--- src/rtl/tsp_dump_arbiter.sv ---
// tsp_dump_arbiter: round-robin burst reader from NUM_CH FIFOs into one AXI-Stream,
// with a 2-entry skid buffer that absorbs the 1-cycle FIFO read latency.
module tsp_dump_arbiter #(
    parameter int NUM_CH               = 4,
    parameter int C_M_AXIS_TDATA_WIDTH = 32,
    parameter int BULK_OF_DATA         = 16
) (
    input  logic                                   clk,
    input  logic                                   rst_n,
    input  logic                                   enable,
    input  logic [NUM_CH-1:0]                      ch_r_ready,
    output logic [NUM_CH-1:0]                      ch_r_enable,
    input  logic [NUM_CH*C_M_AXIS_TDATA_WIDTH-1:0] ch_rdata,
    output logic                                   m_axis_tvalid,
    input  logic                                   m_axis_tready,
    output logic [C_M_AXIS_TDATA_WIDTH-1:0]        m_axis_tdata,
    output logic                                   m_axis_tlast,
    output logic [2:0]                             m_axis_tuser,
    output logic [NUM_CH-1:0]                      cur_grant
);
    localparam int W  = C_M_AXIS_TDATA_WIDTH;
    localparam int CW = $clog2(BULK_OF_DATA) + 1;

    typedef enum logic [1:0] {IDLE, BURST, DRAIN} state_t;

    state_t            state_q, state_d;
    logic [NUM_CH-1:0] grant_q, grant_d;
    logic [2:0]        idx_q, idx_d, ptr_q, ptr_d, sel;
    logic [CW-1:0]     cnt_q, cnt_d;
    logic [1:0]        fill_q, fill_d, fill_p, infl_q;
    logic              infl_last_q;
    logic [W:0]        buf0_q, buf0_d, buf1_q, buf1_d, word;
    logic [W-1:0]      rd [8];
    logic [7:0]        rdy;
    logic [3:0]        s;
    logic              pop, push, strobe, last_strobe;

    for (genvar g = 0; g < 8; g++) begin : g_rd
        if (g < NUM_CH) begin : g_ch
            assign rd[g] = ch_rdata[g*W +: W];
        end else begin : g_pad
            assign rd[g] = '0;
        end
    end

    assign rdy           = 8'(ch_r_ready);
    assign pop           = m_axis_tvalid & m_axis_tready;
    assign push          = infl_q != 2'd0;
    assign m_axis_tvalid = fill_q != 2'd0;
    assign m_axis_tdata  = buf0_q[W-1:0];
    assign m_axis_tlast  = m_axis_tvalid & buf0_q[W];
    assign m_axis_tuser  = idx_q;
    assign cur_grant     = grant_q;
    // a word leaving this cycle frees its slot for a new read
    assign strobe        = state_q == BURST &&
                           ({1'b0, fill_q} + {1'b0, infl_q} - {2'b0, pop}) < 3'd2;
    assign last_strobe   = strobe && cnt_q == CW'(BULK_OF_DATA - 1);
    assign ch_r_enable   = strobe ? grant_q : '0;
    assign word          = {infl_last_q, rd[idx_q]};

    // descending scan so the channel closest to ptr_q wins
    always_comb begin
        sel = '0;
        s   = '0;
        for (int i = NUM_CH - 1; i >= 0; i--) begin
            s   = 4'(ptr_q) + 4'(i);
            s   = s >= 4'(NUM_CH) ? s - 4'(NUM_CH) : s;
            sel = rdy[s[2:0]] ? s[2:0] : sel;
        end
    end

    always_comb begin
        fill_p = fill_q - {1'b0, pop};
        buf0_d = (push && fill_p == 2'd0) ? word : pop ? buf1_q : buf0_q;
        buf1_d = (push && fill_p == 2'd1) ? word : buf1_q;
        fill_d = fill_p + {1'b0, push};
    end

    always_comb begin
        state_d = state_q;
        grant_d = grant_q;
        idx_d   = idx_q;
        ptr_d   = ptr_q;
        cnt_d   = cnt_q + CW'(strobe);
        case (state_q)
            IDLE: if (enable && |ch_r_ready) begin
                state_d = BURST;
                grant_d = NUM_CH'(1) << sel;
                idx_d   = sel;
                ptr_d   = (sel == 3'(NUM_CH - 1)) ? 3'd0 : sel + 3'd1;
                cnt_d   = '0;
            end
            BURST: state_d = last_strobe ? DRAIN : BURST;
            DRAIN: if (fill_d == 2'd0 && infl_q == 2'd0) begin
                state_d = IDLE;
                grant_d = '0;
            end
            default: state_d = IDLE;
        endcase
    end

    always_ff @(posedge clk or negedge rst_n) begin
        if (!rst_n) begin
            state_q     <= IDLE;
            grant_q     <= '0;
            idx_q       <= '0;
            ptr_q       <= '0;
            cnt_q       <= '0;
            fill_q      <= '0;
            infl_q      <= '0;
            infl_last_q <= 1'b0;
            buf0_q      <= '0;
            buf1_q      <= '0;
        end else begin
            state_q     <= state_d;
            grant_q     <= grant_d;
            idx_q       <= idx_d;
            ptr_q       <= ptr_d;
            cnt_q       <= cnt_d;
            fill_q      <= fill_d;
            infl_q      <= {1'b0, strobe};
            infl_last_q <= last_strobe;
            buf0_q      <= buf0_d;
            buf1_q      <= buf1_d;
        end
    end
endmodule

--- config.mk ---
export PLATFORM = sky130hd
export DESIGN_NAME = tsp_dump_arbiter
export DESIGN_NICKNAME = d
export VERILOG_FILES = /design/src/rtl/tsp_dump_arbiter.sv
export SDC_FILE = /design/constraint.sdc
export NUM_CORES = 1
export LEC_CHECK = 0
export ABC_CLOCK_PERIOD_IN_PS = 4150
export CORE_UTILIZATION = 47
export CTS_BUF_LIST = sky130_fd_sc_hd__clkbuf_4 sky130_fd_sc_hd__clkbuf_8
export DETAILED_ROUTE_END_ITERATION = 10
export PLACE_DENSITY_LB_ADDON = 0.1
export RECOVER_POWER = 100
export SLEW_MARGIN = 20
export SYNTH_ARGS = -nofsm -noshare
export SYNTH_HDL_FRONTEND = slang
export SYNTH_SLANG_ARGS = --single-unit
--- constraint.sdc ---
create_clock -name clk -period 4.15 [get_ports clk]
set_clock_uncertainty 0.1 [all_clocks]
set_input_delay 0.6225 -clock clk [delete_from_list [all_inputs] [get_ports clk]]
set_output_delay 0.6225 -clock clk [all_outputs]
set_load 0.02 [all_outputs]
# After elaboration in Yosys (flattened, before gate mapping)

Index checks and enable logic that the tools add are counted.

Input port bits: 136
Word-level logic and storage cells: 93
Register bits after elaboration: 87
Output and inout bits: 45

Reduce and logical (&&, ||, !) cells: 17
Add/sub/neg operators: 13
Magnitude comparators: 10
Shift-type cells: 1
Muxes and demuxes: 32
Equal/unequal tests: 7
Bitwise operators: 3

Operator list:

| operator            | number |
|---|---|
| $bmux 32 s3         | 1 |
| $mux 33             | 2 |
| $mux 32             | 2 |
| $mux 3              | 9 |
| $lt 3x4->1 const B  | 4 |
| $bmux 1 s3          | 4 |
| $ge 4x3->1 const B  | 3 |
| $mux 4              | 3 |
| $sub 3x3->3 const B | 4 |
| $mux 5              | 2 |
| $add 3x2->4 const B | 2 |
| $logic_not 2->1     | 4 |
| $pmux 4 s2          | 1 |
| $logic_and 1x1->1   | 6 |
| $mux 2              | 3 |
| $pmux 2 s3          | 1 |
| $reduce_bool 2->1   | 3 |
| $add 5x1->5         | 1 |
| $eq 5x4->1 const B  | 1 |
| $add 3x1->4 const B | 1 |
| $eq 2x1->1 const B  | 2 |
| $ge 4x4->1 const B  | 1 |
| $mux 1              | 4 |
| $ne 2x2->1 const B  | 2 |
| other kinds (15)    | 17 |

# Longest topological paths before layout

Gate-level depths: netlist of run 1.

Depth after elaboration: 12
Depth in mapped cells: 15
Mapped depth without buffers: 13

# Least setup slack after synthesis of run 1

OpenSTA, ideal clock, no wires.

Path type: reg-to-output
Start point: register fill_q[1]
End point: output port ch_r_enable[0]
Path slack: 0.490 ns
Arrival: 2.938 ns
Cell stages (with the launch flop): 12
Data required time: 3.428 ns
Buffers on the path: 2
Cells stage by stage: dfrtp_1 -> or2_2 -> clkbuf_1 -> nand2_2 -> buf_4 -> inv_1 -> ha_1 -> nand2b_1 -> fa_1 -> xor2_1 -> nor3_1 -> and2_1

Cells in the longest elaborated chain, start to end: 6
Elaborated cells between the ends (all ways): 7
Classes of those cells: add/sub: 2; order compare: 1; mux: 1; bitwise: 1; reduce/logical: 2

RTL lines:

| element                | line | text |
|---|---|---|
| start, declared        | 30   | `logic [1:0] fill_q, fill_d, fill_p, infl_q;` |
| start signal, assigned | 120  | `fill_q <= fill_d;` |
| $reduce_bool 2->1      | 49   | `assign m_axis_tvalid = fill_q != 2'd0;` |
| net m_axis_tvalid      | 14   | `output logic m_axis_tvalid,` |
| $and 1x1->1            | 47   | `assign pop = m_axis_tvalid & m_axis_tready;` |
| $sub 3x1->3            | 56   | `({1'b0, fill_q} + {1'b0, infl_q} - {2'b0, pop}) < 3'd2;` |
| $lt 3x2->1             | 56   |  |
| $logic_and 1x1->1      | 55   | `assign strobe = state_q == BURST &&` |
| net strobe             | 36   | `logic pop, push, strobe, last_strobe;` |
| $mux 4                 | 58   | `assign ch_r_enable = strobe ? grant_q : '0;` |
| end, declared          | 12   | `output logic [NUM_CH-1:0] ch_r_enable,` |

The timed path passes the listed nets, and every way through them passes these cells.

# Final worst setup path of run 1

Start point: register fill_q[1]
End point: output port ch_r_enable[1]

Cells in the longest elaborated chain, start to end: 6
Elaborated cells between the ends (all ways): 7
Classes of those cells: add/sub: 2; order compare: 1; mux: 1; bitwise: 1; reduce/logical: 2

RTL lines:

| element                                             | line |
|---|---|
| branches (longest 2 deep; another with $add 2x1->3) | - |
| $sub 3x1->3 *                                       | 56 |
| $lt 3x2->1 *                                        | 56 |
| $logic_and 1x1->1 *                                 | 55 |
| net strobe                                          | 36 |
| $mux 4 *                                            | 58 |

Mark *: on every way through the listed nets, which the timed path passes.

==> flow_metrics.env, run 1 <==
export IMPL_holdWs_ns=0.381
export IMPL_worst_slew_pin_slew_ns=1.72
export IMPL_ant_nets=0
export IMPL_finalHoldViolCount=0
export IMPL_finish_utilization_pct=65.0
export IMPL_maxCapViolations=1
export IMPL_vdd_drop_max_mv=0.324
export IMPL_violations="max-capacitance violations, max-slew violations"
export IMPL_wire_per_inst_um=16.3
export IMPL_maxSlewHeadroom_pct=-14.7
export IMPL_clkTransAtPathRegs_ns=0.08
export IMPL_wl_met1_um=5050
export IMPL_grt_setup_unrepaired="false"
export IMPL_num_rows=38
export IMPL_multi_input_area_um2=2620
export IMPL_antenna_found_initial=0
export IMPL_tritoncts="yes"
export IMPL_period_needed_ns=3.66
export IMPL_syn2layout_area_growth_pct=34.6
export IMPL_async_flop_share_pct=100
export IMPL_final_cells=734
export IMPL_cts_sinks=87
export IMPL_synth_common_cells="dfrtp_1 (87), mux2i_1 (68), nand2_1 (39), o21ai_0 (37), buf_4 (36)"
export IMPL_ys_seq_elements=87
export IMPL_clockRootBuffer="clkbuf_8"
export IMPL_period_share_pct=88.2
export IMPL_endpoint_kind="primary output"
export IMPL_start_util_pct=48.3
export IMPL_gp_congestion=0.786
export IMPL_outcome="finished, violations left"
export IMPL_synth_flop_cell="dfrtp_1"
export IMPL_power_leakage_nw=3.10
export IMPL_synth_cell_type_count=47
export IMPL_netlist_area_leader_share_pct=41.6
export IMPL_worstPathArrival_ns=2.94
export IMPL_syn_nets=601
export IMPL_fill_cells=861
export IMPL_synth_area_leader_cell="dfrtp_1"
export IMPL_grt_pass1_wl_um=19300
export IMPL_drive_above_1_share_pct=11.1
export IMPL_clk_latency_ns=0.35
export IMPL_setup_tns_ns=0
export IMPL_cts_buffers_inserted=9
export IMPL_die_area_um2=11600
export IMPL_hold_depth=2
export IMPL_netlist_area_um2=5240
export IMPL_drt_initial_drc_count=144
export IMPL_yosysWarnings=0
export IMPL_die_x_um=108
export IMPL_grt_overflow=0
export IMPL_critical_path_class="flop to primary output"
export IMPL_hpwl_um=8570
export IMPL_final_net_count=738
export IMPL_routed_wl_um=11900
export IMPL_vias=3931
export IMPL_dr_wl_met3_um=724
export IMPL_synth_area_leaders="dfrtp_1 (42%), mux4_2 (14%), mux2i_1 (13%), buf_4 (5.2%), nand2b_1 (4.2%)"
export IMPL_seq_area_frac_synth_pct=41.6
export IMPL_setup_viol=0
export IMPL_die_y_um=108
export IMPL_synth_edf_count=0
export IMPL_firstDrtPassIters=4
export IMPL_grt_max_degree=71
export IMPL_grt_use_total_pct=21.6
export IMPL_route_detailed_drc=0
export IMPL_syn_instance_count=453
export IMPL_num_io_pins=181
export IMPL_core_area_um2=10800
export IMPL_fmax_mhz=273
export IMPL_clock_path_buffers=2
export IMPL_grt_pass1_vias=4020
export IMPL_ff2ff_path_depth=8
export IMPL_route_met2_wl_um=5990
export IMPL_finalMaxSlewViolations=71
export IMPL_place_inst=719
export IMPL_diodes=0
export IMPL_worst_ep_required_time_ns=3.43
export IMPL_htreeDepth=3
export IMPL_worstPathMaxFanout=7
export IMPL_io_buffers=180
export IMPL_syn_avg_cell_area_um2=11.6
export IMPL_startpoint_type="flop"
export IMPL_post_cts_setup_buffers=0
export IMPL_p_per_area_nw_per_um2=645
export IMPL_min_path_type="flop to flop"
export IMPL_avgViaCountPerCell=5.36
export IMPL_ff_latch_area_um2=2180
export IMPL_yosysMostFrequentCell="dfrtp_1"
export IMPL_top_layer="met4"
state kept, by name (all words and copies together) (netlist names):
| signal | count |
|---|---|
| state_q | 2 |
| cnt_q | 5 |
| buf1_q | 33 |
| infl_last_q | 1 |
| ptr_q | 3 |
| cur_grant | 4 |
| fill_q | 2 |
| m_axis_tuser | 3 |
| infl_q | 1 |
| buf0_q | 33 |
cell usage in the layout, fill, tap and decap left out, types with 3 or more instances in the layout:
| cell | instances |
|---|---|
| a22o_1 | 4 |
| and2_1 | 9 |
| buf_4 | 4 |
| clkbuf_1 | 5 |
| clkbuf_2 | 4 |
| clkbuf_8 | 10 |
| clkdlybuf4s50_1 | 135 |
| dfrtp_1 | 87 |
| dlygate4sd3_1 | 40 |
| ha_1 | 11 |
| inv_1 | 11 |
| mux2i_1 | 68 |
| mux4_2 | 32 |
| nand2_1 | 40 |
| nand2b_1 | 35 |
| nand3_1 | 5 |
| nor2_1 | 10 |
| o21ai_0 | 37 |
| or2_2 | 3 |
| xor2_1 | 3 |
final timing paths:
kind,start,end,slack [ns]
setup / recovery,fill_q[1]$_DFF_PN0_,ch_r_enable[1],0.49
hold / removal,buf1_q[26]$_DFFE_PN0P_,buf1_q[26]$_DFFE_PN0P_,0.38
setup reg to reg,fill_q[1]$_DFF_PN0_,buf1_q[30]$_DFFE_PN0P_,0.88
hold reg to reg,buf1_q[26]$_DFFE_PN0P_,buf1_q[26]$_DFFE_PN0P_,0.38
max in group asynchronous,rst_n,buf1_q[2]$_DFFE_PN0P_,1.70
min in group asynchronous,rst_n,buf0_q[12]$_DFFE_PN0P_,0.61
power breakdown:
part | leakage, nW | switching, mW | internal, mW | total [mW]
sequential | 1.10 | 0.260 | 1.21 | 1.47
combinational | 1.88 | 1.22 | 1.21 | 2.43
clock | 0.113 | 0.287 | 0.357 | 0.644
total | 3.10 | 1.77 | 2.78 | 4.55
cell families (layout without fill, tap and decap cells):
| kind of cell | after synthesis | after routing | share of synthesized area (%) |
|---|---|---|---|
| AO/OA/AOI/OAI | 58 | 58 | 6.98 |
| flip-flops | 87 | 87 | 41.6 |
| buffers and inverters | 73 | 214 | 8.24 |
| XOR/XNOR | 6 | 6 | 1.27 |
| multiplexers | 103 | 103 | 27.6 |
| AND/OR/NAND/NOR | 114 | 114 | 11.3 |
| adder cells (fa/ha/maj) | 12 | 12 | 3.01 |
metal layers:
layer,up-vias,global-route usage (%)
met5,-,0
met4,0,7.14
met3,14,4.12
li1,1851,-
met2,122,37.5
met1,1944,26.9
cell type report:
| class | instances | area share, % |
|---|---|---|
| Clock buffer | 11 | 2.06 |
| Timing Repair Buffer | 188 | 25.8 |
| Multi-Input combinational cell | 293 | 37.2 |
| Clock inverter | 4 | 0.994 |
| Inverter | 11 | 0.586 |
| Tap cell | 140 | 2.48 |
| Sequential cell | 87 | 30.9 |
metrics by stage:
stage	setup WS [ns]	area, um^2	power [mW]
floorplan	0.490	5240	3.35
CTS	0.0739	7100	4.68
finish	0.489	7050	4.55
global route	0.293	7050	4.91
detailed placement	0.169	6890	4.03
global placement	0.252	6890	3.93
repair_timing:
item	4_1_cts	5_1_grt
setup endpoints to repair	0	4
hold buffers	0	0
resized for setup	0	4
worst max-delay path, stage by stage (launching register included):
cell,delay [ns]
dfrtp_1,0.45
or2_2,0.32
nand2_1,0.09
inv_1,0.06
ha_1,0.26
nand2b_1,0.16
fa_1,0.38
xor2_1,0.15
nor3_1,0.18
buf_4,0.18
and2_1,0.14
clkbuf_1,0.23
Note: power is estimated with default switching activity, not from simulation.
==> run 2: changes to the inputs <==
--- a/config.mk
+++ b/config.mk
@@ -6,6 +6,7 @@
 export NUM_CORES = 1
 export LEC_CHECK = 0
 export ABC_CLOCK_PERIOD_IN_PS = 4150
+export CORE_MARGIN = 1
 export CORE_UTILIZATION = 47
 export CTS_BUF_LIST = sky130_fd_sc_hd__clkbuf_4 sky130_fd_sc_hd__clkbuf_8
 export DETAILED_ROUTE_END_ITERATION = 10
==> results of run 2 <==
Final layout, timing and power as in run 1 (identical DEF).
==> run 3: changes to the inputs <==
--- a/config.mk
+++ b/config.mk
@@ -9,6 +9,7 @@
 export CORE_MARGIN = 1
 export CORE_UTILIZATION = 47
 export CTS_BUF_LIST = sky130_fd_sc_hd__clkbuf_4 sky130_fd_sc_hd__clkbuf_8
+export CTS_CLUSTER_SIZE = 14
 export DETAILED_ROUTE_END_ITERATION = 10
 export PLACE_DENSITY_LB_ADDON = 0.1
 export RECOVER_POWER = 100
==> results of run 3 <==
Final layout, timing and power as in run 1 (identical DEF).
